**config.mk**
```make
export PLATFORM = sky130hd
export DESIGN_NAME = cla_sum_accumulator_flat
export DESIGN_NICKNAME = d
export VERILOG_FILES = /design/src/rtl/cla_sum_accumulator_if.sv /design/src/rtl/cla_sum_accumulator.sv /design/src/flat_wrapper.sv
export SDC_FILE = /design/constraint.sdc
export NUM_CORES = 1
export LEC_CHECK = 0
export BUFFER_PORTS_ARGS = -buffer_cell sky130_fd_sc_hd__buf_2
export CORE_ASPECT_RATIO = 1.4
export CORE_MARGIN = 10
export CORE_UTILIZATION = 50
export CTS_BUF_LIST = sky130_fd_sc_hd__clkbuf_16
export DETAILED_ROUTE_END_ITERATION = 10
export PLACE_DENSITY = 0.73
export SYNTH_ARGS = -nofsm -noshare
export SYNTH_HDL_FRONTEND = slang
export SYNTH_SLANG_ARGS = --single-unit
```
**constraint.sdc**
```tcl
create_clock -name clock -period 2.97 [get_ports clock]
set_input_delay 0.594 -clock clock [delete_from_list [all_inputs] [get_ports clock]]
set_output_delay 0.594 -clock clock [all_outputs]
set_load 0.02 [all_outputs]
```
**src/rtl/cla_sum_accumulator_if.sv**
```systemverilog
// Stream bundle between the CLA adder stage, the burst accumulator and its consumer.
// The master drives the burst control, adder beats and result-ready; the slave is the accumulator.
interface cla_sum_accumulator_if #(
   parameter int WIDTH   = 32,
   parameter int ACC_W   = 48,
   parameter int MAX_CNT = 16,
   parameter int CNT_W   = $clog2(MAX_CNT + 1)
);
   logic             start;
   logic [CNT_W-1:0] burst_len;
   logic             in_valid;
   logic [WIDTH-1:0] in_sum;
   logic             in_cout;
   logic             in_ready;
   logic             out_valid;
   logic             out_ready;
   logic [ACC_W-1:0] out_acc;
   logic [CNT_W-1:0] out_count;
   logic             out_ovf;
   logic             busy;

   modport master (
      output start, burst_len, in_valid, in_sum, in_cout, out_ready,
      input  in_ready, out_valid, out_acc, out_count, out_ovf, busy
   );

   modport slave (
      input  start, burst_len, in_valid, in_sum, in_cout, out_ready,
      output in_ready, out_valid, out_acc, out_count, out_ovf, busy
   );
endinterface

```
**src/rtl/cla_sum_accumulator.sv**
```systemverilog
// Accumulates a burst of {Cout, Sum} adder results into a wide total with a sticky overflow flag.
// Define SAT_ACC_EN to saturate the total on overflow instead of wrapping.
module cla_sum_accumulator #(
   parameter int WIDTH   = 32,
   parameter int ACC_W   = 48,
   parameter int MAX_CNT = 16
) (
   input logic clock,
   input logic reset,
   cla_sum_accumulator_if.slave bus
);
   localparam int CNT_W = $clog2(MAX_CNT + 1);
   localparam int AW1   = ACC_W + 1;
   localparam logic [CNT_W-1:0] MAX_LEN = CNT_W'(MAX_CNT);

   typedef enum logic [1:0] {IDLE, ACCUM, DONE} state_t;

   state_t           state;
   logic [CNT_W-1:0] len_q;
   logic [CNT_W-1:0] len_eff;
   logic [CNT_W-1:0] count_nxt;
   logic [ACC_W:0]   beat_ext;
   logic [ACC_W:0]   acc_sum;
   logic             carry;
   logic [ACC_W-1:0] acc_next;

   assign len_eff   = (bus.burst_len > MAX_LEN) ? MAX_LEN : bus.burst_len;
   assign count_nxt = bus.out_count + CNT_W'(1);

   // The extra top bit of the sum captures the carry out of the ACC_W-bit accumulator.
   assign beat_ext = AW1'({bus.in_cout, bus.in_sum});
   assign acc_sum  = {1'b0, bus.out_acc} + beat_ext;
   assign carry    = acc_sum[ACC_W];

`ifdef SAT_ACC_EN
   assign acc_next = (carry || bus.out_ovf) ? '1 : acc_sum[ACC_W-1:0];
`else
   assign acc_next = acc_sum[ACC_W-1:0];
`endif

   assign bus.in_ready  = (state == ACCUM);
   assign bus.out_valid = (state == DONE);
   assign bus.busy      = (state != IDLE);

   // Burst sequencing: start is only honoured in IDLE, beats only in ACCUM, results held in DONE.
   always_ff @(posedge clock or negedge reset) begin
      if (!reset) begin
         state         <= IDLE;
         len_q         <= '0;
         bus.out_acc   <= '0;
         bus.out_count <= '0;
         bus.out_ovf   <= 1'b0;
      end else begin
         case (state)
            IDLE: begin
               if (bus.start) begin
                  bus.out_acc   <= '0;
                  bus.out_count <= '0;
                  bus.out_ovf   <= 1'b0;
                  len_q         <= len_eff;
                  state         <= (len_eff == '0) ? DONE : ACCUM;
               end
            end
            ACCUM: begin
               if (bus.in_valid) begin
                  bus.out_acc   <= acc_next;
                  bus.out_count <= count_nxt;
                  bus.out_ovf   <= bus.out_ovf | carry;
                  if (count_nxt == len_q) begin
                     state <= DONE;
                  end
               end
            end
            DONE: begin
               if (bus.out_ready) begin
                  state <= IDLE;
               end
            end
            default: state <= IDLE;
         endcase
      end
   end
endmodule

```
**src/flat_wrapper.sv**
```systemverilog
// flat-port wrapper written by rule: the top's interface ports become plain ports
module cla_sum_accumulator_flat 
#(
   parameter int WIDTH   = 32,
   parameter int ACC_W   = 48,
   parameter int MAX_CNT = 16
)
  (clock, reset, bus_start, bus_burst_len, bus_in_valid, bus_in_sum, bus_in_cout, bus_out_ready, bus_in_ready, bus_out_valid, bus_out_acc, bus_out_count, bus_out_ovf, bus_busy);
  cla_sum_accumulator_if #(.WIDTH(WIDTH), .ACC_W(ACC_W), .MAX_CNT(MAX_CNT)) bus_i ();
  input logic clock;
  input logic reset;
  input wire logic [$bits(bus_i.start)-1:0] bus_start;
  input wire logic [$bits(bus_i.burst_len)-1:0] bus_burst_len;
  input wire logic [$bits(bus_i.in_valid)-1:0] bus_in_valid;
  input wire logic [$bits(bus_i.in_sum)-1:0] bus_in_sum;
  input wire logic [$bits(bus_i.in_cout)-1:0] bus_in_cout;
  input wire logic [$bits(bus_i.out_ready)-1:0] bus_out_ready;
  output wire logic [$bits(bus_i.in_ready)-1:0] bus_in_ready;
  output wire logic [$bits(bus_i.out_valid)-1:0] bus_out_valid;
  output wire logic [$bits(bus_i.out_acc)-1:0] bus_out_acc;
  output wire logic [$bits(bus_i.out_count)-1:0] bus_out_count;
  output wire logic [$bits(bus_i.out_ovf)-1:0] bus_out_ovf;
  output wire logic [$bits(bus_i.busy)-1:0] bus_busy;
  assign bus_i.start = bus_start;
  assign bus_i.burst_len = bus_burst_len;
  assign bus_i.in_valid = bus_in_valid;
  assign bus_i.in_sum = bus_in_sum;
  assign bus_i.in_cout = bus_in_cout;
  assign bus_i.out_ready = bus_out_ready;
  assign bus_in_ready = bus_i.in_ready;
  assign bus_out_valid = bus_i.out_valid;
  assign bus_out_acc = bus_i.out_acc;
  assign bus_out_count = bus_i.out_count;
  assign bus_out_ovf = bus_i.out_ovf;
  assign bus_busy = bus_i.busy;
  cla_sum_accumulator #(.WIDTH(WIDTH), .ACC_W(ACC_W), .MAX_CNT(MAX_CNT)) u_core (.clock(clock), .reset(reset), .bus(bus_i));
endmodule
```
* After elaboration in Yosys (flattened, before gate mapping)
Cells that the tools add are included.
Storage, ports and cells: output and inout port bits 57, register bits 61, input bits 43
Operators by class: bitwise logic cells 1, order comparisons 1, $add $sub $neg 2, equality and inequality tests 7, reductions and logical operators 7, muxes and demuxes 16
Operator list (number):
- two-way mux 48 bit | 2
- one-hot mux 48 bit (2 select lines) | 1
- adder 48 x 33 -> 49 bit | 1
- two-way mux 5 bit | 3
- two-way mux 2 bit | 5
- one-hot mux 5 bit (2 select lines) | 1
- inequality test 2 bit, second input constant | 3
- one-hot mux 2 bit (3 select lines) | 1
- adder 5 x 1 -> 5 bit, second input constant | 1
- equality test 5 bit | 1
- > comparator 5 bit, second input constant | 1
- logical NOT 5 bit | 1
- AND reduction 4 bit | 1
- nonzero test 2 bit | 2
- AND reduction 3 bit | 1
- equality test 2 x 1 -> 1 bit, second input constant | 1
- equality test 2 bit, second input constant | 1
- logical NOT 2 bit | 1
- two-way mux 1 bit | 2
- inequality test 2 x 1 -> 1 bit, second input constant | 1
- one-hot mux 1 bit (2 select lines) | 1
- AND reduction 2 bit | 1
- bitwise OR 1 bit | 1

* Logic depth before layout (Yosys ltp)
Gate-level depths: netlist of run 1.
depth after elaboration 6, gate-level depth with buffers 10

* Least setup slack after synthesis of run 1
No wires, ideal clock.
kind input port to flip-flop, start point input bus_in_sum[0], end point register u_core.bus.out_acc[32], buffers on the path 0, stages 10, slack 0.177 ns, library setup time 0.131 ns, required time 2.839 ns, data arrival time 2.662 ns, path through ha_1 > fa_1 > a21o_1 > a221oi_4 > o2bb2ai_2 > a31oi_2 > o21ai_2 > a221oi_4 > a211o_1 > o211ai_2
On the way: longest elaborated chain between the ends 3
RTL lines:
- start: declaration | line flat_wrapper.sv:15 | input wire logic [$bits(bus_i.in_sum)-1:0] bus_in_sum;
- adder 48 x 33 -> 49 bit | line cla_sum_accumulator.sv:32 | assign acc_sum = {1'b0, bus.out_acc} + beat_ext;
- two-way mux 48 bit | line cla_sum_accumulator.sv:65 | if (bus.in_valid) begin
- one-hot mux 48 bit (2 select lines) | line cla_sum_accumulator.sv:54 | case (state)
- end signal: assignment | line cla_sum_accumulator.sv:66 | bus.out_acc <= acc_next;
- end: declaration | line cla_sum_accumulator_if.sv:29 | output in_ready, out_valid, out_acc, out_count, out_ovf, busy
Every way passes these cells. The select of a mux whose other input is x is not followed. A chain may end at the register's enable or synchronous reset.

* Worst setup path after layout of run 1
start point register u_core.bus.out_acc[0], end point register u_core.bus.out_acc[32]
On the way: longest elaborated chain between the ends 3
RTL lines (line):
- adder 48 x 33 -> 49 bit | cla_sum_accumulator.sv:32
- two-way mux 48 bit | cla_sum_accumulator.sv:65
- one-hot mux 48 bit (2 select lines) | cla_sum_accumulator.sv:54
Every way passes these cells. The select of a mux whose other input is x is not followed.

==> results by group, run 1 <==
Yosys
  • Leading register cell type out of synthesis: sky130_fd_sc_hd__dfrtp_1
  • Most area-hungry cell type in the Yosys netlist: sky130_fd_sc_hd__dfrtp_1
  • Netlist Area Pre-Place: between 4000 and 5000 um2
  • Yosys warns: 0
  • Library cells used by synthesis: 68
  • Multiplexer fraction of the synthesized cell area: 2.59%
  • Synth Area in Simple Gates: about a fifth
  • Compound-cell area share of the yosys netlist: 25.0%
  • Dominant combinational cell family by area after synthesis: compound AO/OA/AOI/OAI gates
  • Fraction of the yosys area taken by sequential cells: around 33%
  • Synth Area in Adders: 9.62%
  • Portion of synthesized cell area occupied by the leading cell type: 33.0%
  • Number of flops mapped to enable cells by yosys: 0
  • Mean instance size in the synthesized netlist: 8.66 um2
  • Flops & latches, synth: just over 60
  • Largest cells by area after synthesis: sky130_fd_sc_hd__dfrtp_1 33%, sky130_fd_sc_hd__ha_1 9.2%, sky130_fd_sc_hd__nand2_1 7.1%
  • Proportion of register bits with asynchronous set or reset after synthesis: 100%
  • Post-synthesis share of cell area spent on xor and xnor gates: 6.62%
  • Gate Count Post-Synth: roughly 540
  • Post-synth net total: 613

Floorplan
  • Effective utilization at floorplan: between 50% and 60%
  • IO Pins: 100
  • Vertical extent of the die: 134 um
  • Die W: 101 um
  • Area of the core region: about 9000 um2
  • Die outline area: 13600 um2
  • Row Count: 41

Placed design
  • Weighted congestion at the end of routability-driven global placement: 0.967
  • HPWL reported at the end of detailed placement: 9790 um
  • Area after detailed placement: between 5000 and 6000 um2
  • IO Port Bufs: 99

Clock tree
  • Clock tree from TritonCTS: built
  • Number of H-tree branching levels: 3
  • Clk sinks: just over 60
  • Clk slew on worst S/H paths: ~0.05 ns
  • Hold buffers post-CTS: 0
  • Number of buffers between clock root and the deepest sink: 2
  • Root cell of the clock tree: sky130_fd_sc_hd__clkbuf_16
  • Clock insertion delay at the later pin of the skew report: approximately 0.33 ns
  • Post_cts resized: 0
  • Buffers inserted during post-CTS setup optimization: 0
  • Clock buffers created by TritonCTS: 9

Timing
  • Setup repair after global routing missed its margin: false
  • Slew @ Worst Pin: roughly 0.8 ns
  • Final Hold Fails: 0
  • Setup clock skew after layout: approximately 0.0047 ns
  • Clock period minus worst slack: 2.74 ns
  • Final worst path period share: 92.4%
  • Maximum clock rate: 364 MHz
  • Max Transition Viols Final: 0
  • Max-slew headroom: 46.7%
  • Number of setup violations in the final report: 0

Cells and area
  • Final core utilization: 62.4%
  • Final instance area: 5640 um2
  • Total number of nets in the final design: between 700 and 800
  • Most used cells in the layout excluding fill and tap cells: 99 x sky130_fd_sc_hd__buf_2, 87 x sky130_fd_sc_hd__nand2_1, 61 x sky130_fd_sc_hd__dfrtp_1, 57 x sky130_fd_sc_hd__o21ai_0, 41 x sky130_fd_sc_hd__a21oi_1
  • Number of diodes: 0
  • Commonest non-fill, non-tap cell in the layout: sky130_fd_sc_hd__buf_2
  • Share of layout cells above drive strength 1: approximately a quarter
  • Area growth from synthesis to layout: 21.7%

Power
  • Power per unit of standard cell area: 1100 nW/um2
  • Leakage dissipation: roughly 2.8 nW
  • Peak supply drop: 0.000517 V

Worst setup path
  • Data required time at the worst endpoint: 3.18 ns
  • Destination of the worst register-to-register timing path: u_core.bus.out_acc[32]
  • Critical Path Fanout Max: 3
  • Type of the worst setup path: register to register
  • Startpoint types: register
  • Beginning of the critical path: u_core.bus.out_acc[0]
  • Data arrival time of the worst path: 2.95 ns
  • Worst flop-to-flop path startpoint: u_core.bus.out_acc[0]
  • Register-to-register setup slack: 0.23 ns
  • Endpoint of the most critical setup path: u_core.bus.out_acc[32]
  • Sort of element at the end of the critical path: register
  • R2r worst-path depth: 10

Drt
  • Iteration count of the initial detailed-routing pass: 5
  • Average via count per standard cell: ~5.8
  • Total detailed-routing wirelength: 12800 um
  • Average wire per cell in the routed design: approximately 17 um
  • Via count: ~4400
  • Final routed DRC violation total: 0
  • Count of nets left with antenna violations after detail routing: 0
  • Iter 0 DRT Violations: approximately 260

Status
  • Run status: finished clean

GRT
  • Wire length of the first global-routing pass: 21300 um
  • GRT Util Overall: 19.1%
  • Total gr overflow: 0
  • Antenna violations before repair: 0
  • Number of global-route vias before repair: 4565
  • Largest net degree at the start of global routing: 62

Job
  • Max-cap violations: 0

Min path
  • Type of the most critical hold path: primary input to asynchronous set/reset pin
[flip-flops by register name, summed over array words and instances, names as in the netlist]
name / flops
u_core.bus.out_ovf: 1
u_core.bus.out_count: 5
u_core.state: 2
u_core.len_q: 5
u_core.bus.out_acc: 48
[layer usage]
metal | share of wire [%] | GRT usage, % | vias to the layer above
li1 | - | - | 2152
met5 | 0 | 0 | -
met4 | 2.9 | 9.94 | 0
met2 | 52 | 33.3 | 146
met1 | 39 | 20.8 | 2074
met3 | 6.4 | 4.11 | 27
[worst min path at each step]
| stage | startpoint | to | slack, ns |
|---|---|---|---|
| finish | reset | u_core.bus.out_acc[7] | 0.43 |
| global route | reset | u_core.bus.out_acc[12] | 0.51 |
| CTS | reset | u_core.bus.out_acc[7] | 0.47 |
| detailed placement | u_core.len_q[4] | u_core.len_q[4] | 0.49 |
| global placement | u_core.bus.out_acc[38] | u_core.bus.out_acc[38] | 0.47 |
| floorplan | reset | u_core.bus.out_acc[0] | 0.30 |
[cell families after synthesis]
| logic type | Yosys count |
|---|---|
| multiplexers | 12 |
| AND/OR/NAND/NOR | 194 |
| flip-flops | 61 |
| XOR/XNOR | 35 |
| buffers and inverters | 29 |
| AO/OA/AOI/OAI | 169 |
| adder cells (fa/ha/maj) | 35 |
[report_power, final]
group | switching (mW) | leakage, nW | total [mW] | internal (mW)
clock | 0.379 | 0.155 | 1.10 | 0.722
combinational | 2.22 | 1.82 | 3.70 | 1.48
sequential | 0.264 | 0.793 | 1.39 | 1.13
total | 2.86 | 2.77 | 6.19 | 3.33
[cells in the mapped netlist, types with 6 or more instances]
library cell                n
sky130_fd_sc_hd__a21o_1    18
sky130_fd_sc_hd__a21oi_1   41
sky130_fd_sc_hd__and3_1     7
sky130_fd_sc_hd__clkbuf_1  17
sky130_fd_sc_hd__dfrtp_1   61
sky130_fd_sc_hd__ha_1      34
sky130_fd_sc_hd__mux2i_1   12
sky130_fd_sc_hd__nand2_1   87
sky130_fd_sc_hd__nand2b_1  11
sky130_fd_sc_hd__nand3_1   18
sky130_fd_sc_hd__nand4_1   12
sky130_fd_sc_hd__nor2_1    22
sky130_fd_sc_hd__nor2b_1    6
sky130_fd_sc_hd__o21ai_0   57
sky130_fd_sc_hd__xnor2_1   16
sky130_fd_sc_hd__xor2_1    19
[critical path: stages (launching register included)]
cell and delay [ns]:
sky130_fd_sc_hd__dfrtp_1 0.39, sky130_fd_sc_hd__ha_1 0.23, sky130_fd_sc_hd__fa_1 0.41, sky130_fd_sc_hd__a21o_1 0.22
sky130_fd_sc_hd__a221oi_4 0.28, sky130_fd_sc_hd__o2bb2ai_2 0.15, sky130_fd_sc_hd__a31oi_4 0.22, sky130_fd_sc_hd__o21ai_2 0.11
sky130_fd_sc_hd__a221oi_4 0.35, sky130_fd_sc_hd__a211o_1 0.19, sky130_fd_sc_hd__o211ai_2 0.07
[cell type report]
| cell class | instances | area, um2 |
|---|---|---|
| flip-flops and latches | 61 | 1530 |
| fillers | 813 | 3390 |
| clock inverters | 7 | 81.3 |
| multi-input cells | 445 | 2990 |
| well taps | 107 | 134 |
| inverters | 4 | 15.0 |
| repair buffers | 121 | 661 |
| clock buffers | 9 | 225 |
[metrics by stage]
| step | setup WS [ns] | setup TNS [ns] | total power [mW] | hold slack, ns | instances |
|---|---|---|---|---|---|
| 3_3_place_gp | -0.0306 | -0.0461 | 5.00 | 0.473 | 738 |
| 5_1_grt | 0.0384 | 0 | 6.69 | 0.512 | 754 |
| 3_5_place_dp | -0.0784 | -0.159 | 5.08 | 0.487 | 738 |
| 4_1_cts | 0.190 | 0 | 6.22 | 0.470 | 754 |
| 6_report | 0.226 | 0 | 6.19 | 0.434 | 754 |
| 2_1_floorplan | 0.177 | 0 | 4.01 | 0.298 | 535 |
No activity file was read; power rests on OpenSTA's default activity.
==> run 2: changes to the inputs <==
==> constraint.sdc (replaced) <==
create_clock -name clock -period 2.97 [get_ports clock]
set_input_delay 0 -clock clock [delete_from_list [all_inputs] [get_ports clock]]
set_output_delay 0 -clock clock [all_outputs]
set_load 0.02 [all_outputs]
==> results by group, run 2 (synthesis results as in run 1) <==
Power
  • Power per unit of standard cell area: 1080 nW/um2
  • Clock Power Share: between 10% and 20%
  • Switching Power: 2.83 mW
  • Internal power contribution: 3.22 mW
  • Peak supply drop: 0.000569 V
  • Leakage dissipation: 2.73 nW
  • Combinational power share: around three fifths
  • Switching fraction of total power: 46.8%
  • Seq pwr share: 22.9%

Drt
  • Via count: between 4000 and 5000
  • Average via count per standard cell: 5.86
  • Iteration count of the initial detailed-routing pass: 5
  • Routed length on met1: 4920 um
  • Average wire per cell in the routed design: 17.1 um
  • Amount of wire on met3 after detailed routing: 912 um
  • Final routed DRC violation total: 0
  • Total detailed-routing wirelength: between 10000 and 15000 um
  • Highest metal layer with signal wires: met4
  • Metal2 WL: 6520 um
  • Iter 0 DRT Violations: 210
  • Count of nets left with antenna violations after detail routing: 0

Timing
  • Max Transition Viols Final: 0
  • Least setup slack across all paths after layout: 0.167 ns
  • Number of setup violations in the final report: 0
  • Final Hold Fails: 0
  • Clock period minus worst slack: ~2.8 ns
  • Setup clock skew after layout: 0.00399 ns
  • Slew @ Worst Pin: 0.810 ns
  • Maximum clock rate: 357 MHz
  • Final worst path period share: 94.4%
  • Max-slew headroom: 46.0%

Cells and area
  • Total number of nets in the final design: 710
  • Non-filler instance count after layout: between 700 and 800
  • Commonest non-fill, non-tap cell in the layout: sky130_fd_sc_hd__buf_2
  • Register ranked first by flip-flop count: u_core.bus.out_acc
  • Total area of multi-input combinational cells: ~3000 um2
  • Number of diodes: 0
  • Fillers: 798
  • Area occupied by registers: 1530 um2
  • Most used cells in the layout excluding fill and tap cells: 99 x sky130_fd_sc_hd__buf_2, 87 x sky130_fd_sc_hd__nand2_1, 61 x sky130_fd_sc_hd__dfrtp_1, 57 x sky130_fd_sc_hd__o21ai_0, 41 x sky130_fd_sc_hd__a21oi_1
  • Max reg flops: 48
  • Share of layout cells above drive strength 1: around 22%
  • Regs by FF count: u_core.bus.out_acc (48), u_core.bus.out_count (5), u_core.len_q (5)
  • Area growth from synthesis to layout: 20.4%

Min path
  • Type of the most critical hold path: primary input to register
  • End point of the most critical hold path: u_core.state[1]
  • Hold path depth: 3
  • Startpoint of the worst hold path: bus_out_ready

Worst setup path
  • Critical Path, Cell by Cell: ha_1 -> fa_1 -> a21o_1 -> a221oi_4 -> o2bb2ai_2 -> a31oi_2 -> o21ai_2 -> a221oi_4 -> xor2_1 -> o21ai_1
  • Slowest cell delay on critical path: 0.41 ns
  • Sort of element at the end of the critical path: register
  • Most Frequent Cell on Critical Path: sky130_fd_sc_hd__a221oi_4
  • Type of the worst setup path: register to register
  • R2r worst-path depth: 10
  • Register-to-register setup slack: 0.17 ns
  • Slowest CP cell: sky130_fd_sc_hd__fa_1
  • Data arrival time of the worst path: 3.00 ns
  • Critical Path Fanout Max: 3
  • Data required time at the worst endpoint: 3.16 ns
  • Critical path depth: 10
  • Startpoint types: register
  • Destination of the worst register-to-register timing path: u_core.bus.out_acc[28]
  • Family with the most delay on the worst path: compound AO/OA/AOI/OAI gates
  • Worst flop-to-flop path startpoint: u_core.bus.out_acc[0]
  • Number of buffers and inverters on the critical path: 0

Floorplan
  • Effective utilization at floorplan: between 50% and 60%
  • Vertical extent of the die: 134 um
  • Die W: 101 um
  • Row Count: 41
  • Die outline area: 13600 um2
  • IO Pins: 100
  • Area of the core region: 9030 um2

GRT
  • GRT Util Overall: a little under a fifth
  • Antenna violations before repair: 0
  • Number of global-route vias before repair: approximately 4500
  • Largest net degree at the start of global routing: between 40 and 50
  • Total gr overflow: 0
  • Wire length of the first global-routing pass: 21300 um

Status
  • Run status: finished clean

Placed design
  • Number of cells in the design after placement: between 700 and 800
  • IO Port Bufs: 99
  • HPWL reported at the end of detailed placement: 9680 um
  • Worst slack, placed: 0.179 ns
  • Weighted congestion at the end of routability-driven global placement: 0.943

Job
  • Max-cap violations: 0

Clock tree
  • Clock buffers created by TritonCTS: 9
  • Number of buffers between clock root and the deepest sink: 2
  • Number of H-tree branching levels: 3
  • Clk sinks: 61
  • Clock insertion delay at the later pin of the skew report: 0.34 ns
  • Clk slew on worst S/H paths: 0.05 ns
  • Root cell of the clock tree: sky130_fd_sc_hd__clkbuf_16
  • Clock tree from TritonCTS: built
-- run 2: worst max path at each step --
stage / start / end / slack [ns]
5_1_grt: u_core.bus.out_acc[0] / u_core.bus.out_acc[28] / -0.0006
6_report: u_core.bus.out_acc[0] / u_core.bus.out_acc[28] / 0.17
4_1_cts: u_core.bus.out_acc[0] / u_core.bus.out_acc[38] / 0.15
2_1_floorplan: u_core.bus.out_acc[0] / u_core.bus.out_acc[32] / 0.26
3_3_place_gp: u_core.bus.out_acc[0] / u_core.bus.out_acc[28] / 0.25
3_5_place_dp: u_core.bus.out_acc[0] / u_core.bus.out_acc[44] / 0.18
-- run 2: cell type report --
class / instances / share of cell area (%)
clock buffers: 9 / 4.04
well taps: 107 / 2.40
repair buffers: 111 / 10.8
flip-flops and latches: 61 / 27.4
clock inverters: 7 / 1.46
multi-input cells: 445 / 53.7
inverters: 4 / 0.269
-- run 2: what timing repair did --
item | in CTS | in global routing
endpoints found under the setup margin | 0 | 5
hold endpoints to repair | 39 | 0
buffers inserted | 0 | 0
hold buffers | 6 | 0
gates resized for setup | 0 | 1
-- run 2: per-stage QoR --
| stage | TNS, ns | hold WS [ns] | instance area (um2) | total power [mW] | utilization [%] |
|---|---|---|---|---|---|
| 2_1_floorplan | 0 | -0.296 | 4630 | 4.01 | - |
| 3_3_place_gp | 0 | 0.131 | 5200 | 4.85 | 57.6 |
| 3_5_place_dp | 0 | 0.124 | 5200 | 4.93 | 57.6 |
| 4_1_cts | 0 | 0.00307 | 5570 | 6.07 | 61.7 |
| 5_1_grt | -0.000804 | 0.0314 | 5580 | 6.53 | 61.8 |
| 6_report | 0 | 0.00875 | 5580 | 6.04 | 61.8 |
-- run 2: worst min-delay path, delay by kind of cell --
family / cells / cell delay (ns)
AOI/OAI and AO/OA: 2 / 0.22
buffers and inverters: 1 / 0.08
-- run 2: routing by layer --
| layer | vias to the layer above | global-route usage (%) |
|---|---|---|
| met1 | 2059 | 21.4 |
| li1 | 2141 | - |
| met5 | - | 0 |
| met3 | 23 | 4.78 |
| met2 | 140 | 32.1 |
| met4 | 0 | 9.24 |
-- run 2: power by group through the flow --
stage | clock [mW] | sequential, mW | combinational [mW]
2_1_floorplan | 0 | 1.65 | 2.36
3_3_place_gp | 0 | 1.38 | 3.47
3_5_place_dp | 0 | 1.40 | 3.53
4_1_cts | 1.12 | 1.39 | 3.56
5_1_grt | 1.15 | 1.43 | 3.95
6_report | 1.10 | 1.39 | 3.56
==> run 3: changes to the inputs <==
--- a/config.mk
+++ b/config.mk
@@ -8,10 +8,10 @@
 export BUFFER_PORTS_ARGS = -buffer_cell sky130_fd_sc_hd__buf_2
 export CORE_ASPECT_RATIO = 1.4
 export CORE_MARGIN = 10
-export CORE_UTILIZATION = 50
+export CORE_UTILIZATION = 55
 export CTS_BUF_LIST = sky130_fd_sc_hd__clkbuf_16
 export DETAILED_ROUTE_END_ITERATION = 10
-export PLACE_DENSITY = 0.73
+export PLACE_DENSITY = 0.79
 export SYNTH_ARGS = -nofsm -noshare
 export SYNTH_HDL_FRONTEND = slang
 export SYNTH_SLANG_ARGS = --single-unit
==> results by group, run 3 (synthesis results as in run 1) <==
Worst setup path
  • Register-to-register setup slack: between 0.08 and 0.09 ns
  • Sort of element at the end of the critical path: register
  • Destination of the worst register-to-register timing path: u_core.bus.out_acc[44]
  • Startpoint types: register
  • Family with the most delay on the worst path: compound AO/OA/AOI/OAI gates
  • Beginning of the critical path: u_core.bus.out_acc[0]
  • Critical Path Fanout Max: 9
  • Slowest CP cell: sky130_fd_sc_hd__fa_1
  • Data arrival time of the worst path: between 3 and 4 ns
  • Critical path depth: 10
  • Critical Path, Cell by Cell: ha_1 -> fa_1 -> a21o_1 -> a221oi_4 -> o2bb2ai_2 -> a21boi_2 -> o221a_4 -> o211ai_4 -> nand4_1 -> mux2i_1
  • Slowest cell delay on critical path: 0.41 ns
  • Data required time at the worst endpoint: about 3.2 ns
  • Endpoint of the most critical setup path: u_core.bus.out_acc[44]
  • Type of the worst setup path: register to register
  • Worst flop-to-flop path startpoint: u_core.bus.out_acc[0]
  • Number of buffers and inverters on the critical path: 0
  • R2r worst-path depth: 10

Power
  • Peak supply drop: 0.000528 V
  • Power per unit of standard cell area: 1080 nW/um2
  • Overall power: 6.05 mW
  • Internal power contribution: 3.17 mW
  • Switching Power: 2.88 mW
  • Switching fraction of total power: ~48%
  • Combinational power share: around three fifths
  • Leakage dissipation: 2.73 nW
  • Seq pwr share: 23.0%
  • Clock Power Share: 16.8%

Placed design
  • Area after detailed placement: slightly above 5000 um2
  • HPWL reported at the end of detailed placement: 9720 um
  • Number of cells in the design after placement: slightly above 700
  • IO Port Bufs: 99
  • Weighted congestion at the end of routability-driven global placement: 0.950
  • Worst slack, placed: 0.0848 ns

Job
  • Max-cap violations: 0

Cells and area
  • Non-filler instance count after layout: 746
  • Fillers: 705
  • Number of diodes: 0
  • Share of layout cells above drive strength 1: 22.8%
  • Commonest non-fill, non-tap cell in the layout: sky130_fd_sc_hd__buf_2
  • Max reg flops: 48
  • Final instance area: ~5600 um2
  • Regs by FF count: u_core.bus.out_acc (48), u_core.bus.out_count (5), u_core.len_q (5)
  • Register ranked first by flip-flop count: u_core.bus.out_acc
  • Area growth from synthesis to layout: 21.0%
  • Total number of nets in the final design: 717
  • Most used cells in the layout excluding fill and tap cells: 99 x sky130_fd_sc_hd__buf_2, 87 x sky130_fd_sc_hd__nand2_1, 61 x sky130_fd_sc_hd__dfrtp_1, 57 x sky130_fd_sc_hd__o21ai_0, 41 x sky130_fd_sc_hd__a21oi_1
  • Final core utilization: 68.4%

Floorplan
  • Die W: 97.6 um
  • Row Count: 39
  • IO Pins: 100
  • Vertical extent of the die: 129 um
  • Die outline area: 12500 um2
  • Area of the core region: 8200 um2
  • Effective utilization at floorplan: 56.5%

GRT
  • Wire length of the first global-routing pass: about 21000 um
  • Total gr overflow: 0
  • Largest net degree at the start of global routing: 42
  • Busiest grt layer: met2
  • Met3 layer usage reported by global route: 6.21%
  • GRT Util Overall: 20.2%
  • Grt met2 use: 36.5%
  • Number of global-route vias before repair: 4482
  • Antenna violations before repair: 0
  • GR Layer Usage met1: 21.4%

Timing
  • Max Transition Viols Final: 0
  • Worst hold margin: 0.00320 ns
  • Number of setup violations in the final report: 0
  • Total negative slack: 0 ns
  • Final worst path period share: 97.3%
  • Max-slew headroom: 50.5%
  • Setup clock skew after layout: 0.00268 ns
  • Least setup slack across all paths after layout: approximately 0.08 ns
  • Slew @ Worst Pin: 0.740 ns
  • Clock period minus worst slack: 2.89 ns
  • Final Hold Fails: 0
  • Maximum clock rate: 346 MHz

Clock tree
  • Clock buffers created by TritonCTS: 9
  • Number of H-tree branching levels: 3
  • Root cell of the clock tree: sky130_fd_sc_hd__clkbuf_16
  • Clk slew on worst S/H paths: 0.05 ns
  • Clock tree from TritonCTS: built
  • Number of buffers between clock root and the deepest sink: 2
  • Clock insertion delay at the later pin of the skew report: 0.33 ns
  • Clk sinks: 61

Drt
  • Average wire per cell in the routed design: 17.5 um
  • Count of nets left with antenna violations after detail routing: 0
  • Final routed DRC violation total: 0
  • Via count: 4483
  • Total detailed-routing wirelength: between 10000 and 15000 um
  • Iter 0 DRT Violations: 212
  • Average via count per standard cell: between 6 and 7
  • Iteration count of the initial detailed-routing pass: 5

Status
  • Run status: finished clean

Min path
  • Startpoint of the worst hold path: bus_out_ready
  • Type of the most critical hold path: primary input to register
-- run 3: cell count changes in the layout (fill, tap and decap cells not counted) --
cell | previous run | this run
sky130_fd_sc_hd__a21boi_4 | 1 | 0
sky130_fd_sc_hd__clkinv_2 | 2 | 3
sky130_fd_sc_hd__a31oi_4 | 0 | 1
sky130_fd_sc_hd__dlygate4sd3_1 | 6 | 9
sky130_fd_sc_hd__a31oi_2 | 2 | 1
sky130_fd_sc_hd__clkinv_1 | 2 | 3
sky130_fd_sc_hd__bufinv_16 | 2 | 1
sky130_fd_sc_hd__inv_1 | 5 | 4
sky130_fd_sc_hd__a21boi_2 | 0 | 1
sky130_fd_sc_hd__buf_4 | 6 | 10
-- run 3: worst reg2reg max path, cell delays in order (launching register included) --
cell	delay, ns
sky130_fd_sc_hd__dfrtp_1	0.39
sky130_fd_sc_hd__ha_1	0.23
sky130_fd_sc_hd__fa_1	0.41
sky130_fd_sc_hd__a21o_1	0.23
sky130_fd_sc_hd__a221oi_4	0.36
sky130_fd_sc_hd__o2bb2ai_2	0.17
sky130_fd_sc_hd__a21boi_2	0.24
sky130_fd_sc_hd__o221a_4	0.28
sky130_fd_sc_hd__o211ai_4	0.16
sky130_fd_sc_hd__nand4_1	0.16
sky130_fd_sc_hd__mux2i_1	0.18
-- run 3: worst min path at each step --
stage	slack, ns	end	cells after the start
after floorplan	-0.30	u_core.bus.out_acc[0]	0
after global placement	-0.005	u_core.bus.out_acc[8]	1
after detailed placement	0.01	u_core.bus.out_acc[12]	1
after CTS	0.003	u_core.state[1]	3
after global routing	0.03	u_core.state[1]	3
final	0.003	u_core.state[1]	3
-- run 3: cell type report --
class                           instances  area, um2  share of cell area (%)
Multi-Input combinational cell        445       2990                    53.4
Inverter                                4       15.0                   0.268
Clock inverter                          7       56.3                    1.00
Clock buffer                            9        225                    4.02
Sequential cell                        61       1530                    27.2
Timing Repair Buffer                  118        661                    11.8
Tap cell                              102        128                    2.28
-- run 3: layer usage --
layer,part of all wire (%),vias up
met3,7.1,32
li1,-,2143
met1,37,2146
met4,2.7,0
met2,53,162
met5,0,-
-- run 3: timing repair --
item                                    in CTS  in global routing
hold buffers                                 9                  0
endpoints found under the setup margin       0                 12
resized for setup                            0                  1
buffers inserted                             0                  4
endpoints found under the hold margin       26                  0
-- run 3: power by group through the flow --
stage                     clock network (mW)  logic, mW  registers, mW
final                                   1.02       3.64           1.39
after global routing                    1.07       4.01           1.44
after CTS                               1.03       3.57           1.39
after detailed placement                   0       3.54           1.41
after global placement                     0       3.46           1.38
after floorplan                            0       2.36           1.65
